### src/rtl/shift_deserializer.sv
// Serial-to-parallel receiver: collects LSB-first bits into a word with a valid/ready output and sticky overrun.
// Optional even-parity frame bit is enabled by defining SHIFT_DESERIALIZER_PARITY_EN.
module shift_deserializer #(
    parameter int WIDTH = 10,
    localparam int CNT_W = $clog2(WIDTH + 1)
) (
    input  logic             clk,
    input  logic             reset,
    input  logic             clear,
    input  logic             ser_in,
    input  logic             ser_valid,
    output logic [WIDTH-1:0] par_out,
    output logic             par_valid,
    input  logic             par_ready,
    output logic             overrun,
    output logic [CNT_W-1:0] bit_cnt,
    output logic             parity_err
);

`ifdef SHIFT_DESERIALIZER_PARITY_EN
    localparam int FL = WIDTH + 1;
`else
    localparam int FL = WIDTH;
`endif

    logic [WIDTH-1:0] shreg_q, shreg_d;
    logic [WIDTH-1:0] par_out_q, par_out_d;
    logic [CNT_W-1:0] cnt_q, cnt_d;
    logic             valid_q, valid_d;
    logic             ovr_q, ovr_d;
    logic             perr_q, perr_d;

    logic             last_bit;
    logic [WIDTH-1:0] word;
    logic             word_perr;

    assign last_bit = ser_valid && (cnt_q == CNT_W'(FL - 1));

`ifdef SHIFT_DESERIALIZER_PARITY_EN
    // The data bits are already in shreg; ser_in on the final edge is the parity bit.
    assign word      = shreg_q;
    assign word_perr = (^shreg_q) ^ ser_in;
`else
    assign word      = {ser_in, shreg_q[WIDTH-1:1]};
    assign word_perr = 1'b0;
`endif

    always_comb begin
        shreg_d   = shreg_q;
        cnt_d     = cnt_q;
        par_out_d = par_out_q;
        valid_d   = valid_q;
        ovr_d     = ovr_q;
        perr_d    = perr_q;
        if (clear) begin
            shreg_d   = '0;
            cnt_d     = '0;
            par_out_d = '0;
            valid_d   = 1'b0;
            ovr_d     = 1'b0;
            perr_d    = 1'b0;
        end else begin
            if (valid_q && par_ready) begin
                valid_d = 1'b0;
            end
            if (ser_valid) begin
                shreg_d = {ser_in, shreg_q[WIDTH-1:1]};
                cnt_d   = last_bit ? '0 : cnt_q + CNT_W'(1);
            end
            // A completed word only replaces par_out if the old one is gone or leaving now.
            if (last_bit) begin
                if (!valid_q || par_ready) begin
                    par_out_d = word;
                    valid_d   = 1'b1;
                    perr_d    = word_perr;
                end else begin
                    ovr_d = 1'b1;
                end
            end
        end
    end

    always_ff @(posedge clk or posedge reset) begin
        if (reset) begin
            shreg_q   <= '0;
            cnt_q     <= '0;
            par_out_q <= '0;
            valid_q   <= 1'b0;
            ovr_q     <= 1'b0;
            perr_q    <= 1'b0;
        end else begin
            shreg_q   <= shreg_d;
            cnt_q     <= cnt_d;
            par_out_q <= par_out_d;
            valid_q   <= valid_d;
            ovr_q     <= ovr_d;
            perr_q    <= perr_d;
        end
    end

    assign par_out    = par_out_q;
    assign par_valid  = valid_q;
    assign overrun    = ovr_q;
    assign bit_cnt    = cnt_q;
    assign parity_err = perr_q;

endmodule

### config.mk
export PLATFORM = sky130hd
export DESIGN_NAME = shift_deserializer
export DESIGN_NICKNAME = d
export VERILOG_FILES = /design/src/rtl/shift_deserializer.sv
export SDC_FILE = /design/constraint.sdc
export NUM_CORES = 1
export LEC_CHECK = 0
export CAP_MARGIN = 20
export CORE_MARGIN = 2
export CORE_UTILIZATION = 49
export CTS_CLUSTER_SIZE = 10
export DETAILED_ROUTE_END_ITERATION = 8
export PLACE_DENSITY_LB_ADDON = 0.12
export SETUP_SLACK_MARGIN = 0.02
export SLEW_MARGIN = 20
export SYNTH_ARGS = -nofsm -noshare
export SYNTH_HDL_FRONTEND = slang
export SYNTH_SLANG_ARGS = --single-unit
### constraint.sdc
create_clock -name clk -period 1.4 [get_ports clk]
set_input_delay 0.42 -clock clk [delete_from_list [all_inputs] [get_ports clk]]
set_output_delay 0.42 -clock clk [all_outputs]
set_load 0.01 [all_outputs]
==> out/metrics.yaml <==
floorplanning:
  dieWidth_um: 52.15
  num_io_pins: 23
  die_y_um: 52.15
  dieArea_mm2: 0.002720
  core-area_mm2: 0.002212
  start_util_pct: 51.36
  row_count: 17
sta:
  layout_setup_ws_ns: -0.04224
  finalMaxSlewViolations: 0
  final_min_period_over_clock_period_pct: 103.0
  fmax_ghz: 0.6934
  min_period_ns: 1.442
  rsz0062_at_grt: "true"
  skew_ns: 0.007983
  setup_viol_count_final: 8
  hold_ws_ns: 0.4165
  setup_tns_ns: -0.1525
  final-hold-violation-count: 0
clocking:
  tritoncts: "yes"
  ctsHoldBuffers: 0
  clock_latency_ns: 0.31
  clockRootBuffer: "clkbuf_4"
  max-clock-path-buffers: 2
  htreeDepth: 1
  cts_buffers: 3
  cts.clk_slew.worst_paths_ns: 0.13
  clock-sinks: 25
flow_run:
  max-cap-violations: 0
power:
  power.total_mw: 1.187
  peakVddDrop_mv: 0.4917
  powerDensity_mw_per_mm2: 761.8
  leakage_nw: 0.7619
yosys:
  synthCells: 110
  avgSynthCellArea_um2: 10.33
  ys_seq_area_share_pct: 55.07
  yosysWarnings: 0
  yosysUniqueCellTypes: 24
  ys_ff_latch: 25
  synthesis.area_mm2: 0.001136
  synthesis.nets: 118
critical_path:
  critPathLaunch: "bit_cnt[1]$_DFFE_PP0P_"
  cpPeakStageDelay_ns: 0.42
  rr_startpoint: "bit_cnt[1]$_DFFE_PP0P_"
  cp-end-kind: "flip-flop"
  crit_slowest_cell: "dfrtp_1"
  worstPathCellList: "buf_6, inv_4, ha_4, nand4b_1, buf_6, o21ai_2, a21oi_1"
  cp_max_fo: 6
  criticalPathCategory: "reg2reg"
  reg2regPathDepth: 7
  crit_arrival_ns: 1.66
  worst_ep_required_time_ns: 1.61
  crit_path_start_kind: "flip-flop"
  critPathMostFrequentCell: "buf_6"
detailed_routing:
  drtIter0Drc: 30
  finalWirelength_mm: 2.629
  vias: 977
  drcViolationCount: 0
  via_per_inst: 5.489
  wire_per_inst_um: 14.77
  ant_nets: 0
  first_pass_iters: 4
status:
  failed_checks: "negative setup slack"
  status: "complete, but fails checks"
hold_path:
  min_path_type: "in2async"
layout:
  antenna_cells: 0
  stdcell_area_mm2: 0.001558
  fin_nets: 159
  mostFrequentLayoutCells: "dfrtp_1, buf_4, a21oi_1, clkbuf_2"
  n_fill_cell: 180
  mostFrequentLayoutCell: "dfrtp_1"
  multi_input_area_um2: 508.0
  drive_gt1_share_pct: 38.00
  ff_latch_area_um2: 625.6
  area_delta_synth_final_pct: 37.11
global_route:
  grt_pass1_wl_mm: 4.112
  grt_max_degree: 26
  overflow: 0
  antenna_found_initial: 0
  track_usage_pct: 20.79
  grt_pass1_vias: 880
placed_design:
  io_buffers: 21
  post-place-ws_ns: -0.3165
  post_dp_cell_area_mm2: 0.001429
  dp_hpwl_mm: 1.518
  gp_congestion: 0.7697
-- power by group --
group / switching (mW) / leakage (nW) / internal [mW]
clock network: 0.203 / 0.0150 / 0.111
logic: 0.0676 / 0.400 / 0.0690
registers: 0.00659 / 0.347 / 0.730
-- timing repair --
action                                  in CTS  in global routing
endpoints found under the setup margin      18                 32
pin swaps                                    2                 12
endpoints found under the hold margin        0                  0
gates resized for setup                     56                 26
setup buffers                                8                  4
gates cloned                                 2                  0
-- per-stage QoR --
stage / util, % / std cells
floorplan: - / 110
global placement: 64.59 / 160
detailed placement: 64.59 / 160
CTS: 70.31 / 174
global route: 70.42 / 178
finish: 70.42 / 178
-- flip-flops by register name, summed over array words and instances, names as in the netlist --
signal	cells
par_out	10
overrun	1
par_valid	1
bit_cnt	4
shreg_q	9
-- layer usage --
| metal | track usage (%) | part of all wire [%] | up-vias |
|---|---|---|---|
| met2 | 31.65 | 51 | 32 |
| met5 | 0 | 0 | - |
| met3 | 4.023 | 5.9 | 2 |
| li1 | - | - | 464 |
| met4 | 6.838 | 0.53 | 0 |
| met1 | 29.92 | 43 | 479 |
-- cells in the mapped netlist (all sizes together) --
library cell  instances  area [um^2]
a21boi                1        7.510
a21oi                15        75.07
and4b                 2        23.77
buf                   6        43.79
clkbuf                4        16.26
conb                  1        3.750
dfrtp                25        625.6
ha                    2        25.02
inv                   2        7.510
mux2i                 9        90.09
nand2                 2        7.510
nand2b                3        18.77
nand3                10        50.05
nand3b                2        15.01
nand4b                1        8.760
nor2                 10        37.54
nor2b                 1        6.260
nor3                  1        5.000
o21ai                12        60.06
xor2                  1        8.760
-- path summary, 6_finish.rpt --
kind	endpoint	slack (ns)
max	par_out[7]$_DFFE_PP0P_	-0.04
min	shreg_q[7]$_DFFE_PP0P_	0.42
max reg2reg	par_out[7]$_DFFE_PP0P_	-0.04
min reg2reg	overrun$_DFFE_PP0P_	0.52
max in group asynchronous	par_out[2]$_DFFE_PP0P_	0.83
min in group clk	overrun$_DFFE_PP0P_	0.52
-- worst max-delay path: cells and delay by family (launching register included) --
kind	cells	cell delay [ns]
AO/OA/AOI/OAI	2	0.24
AND/OR/NAND/NOR	1	0.16
buffers and inverters	3	0.37
adder cells (fa/ha/maj)	1	0.14
flip-flops	1	0.42
-- area by class of cell --
| cell class | instances | share of cell area, % |
|---|---|---|
| Sequential cell | 25 | 40.16 |
| Multi-Input combinational cell | 74 | 32.61 |
| Timing Repair Buffer | 45 | 22.65 |
| Tap cell | 28 | 2.249 |
| Clock buffer | 4 | 1.687 |
| Inverter | 2 | 0.6426 |
-- cell families after synthesis --
kind of cell / Yosys count / synth area share (%)
compound gates: 28 / 12.56
xor+xnor: 1 / 0.7711
fa+ha+maj: 2 / 2.202
buf+inv: 12 / 5.947
flops: 25 / 55.07
mux: 9 / 7.930
other cells: 1 / 0.3301
simple gates: 32 / 15.20
Note: power is estimated with default switching activity, not from simulation.
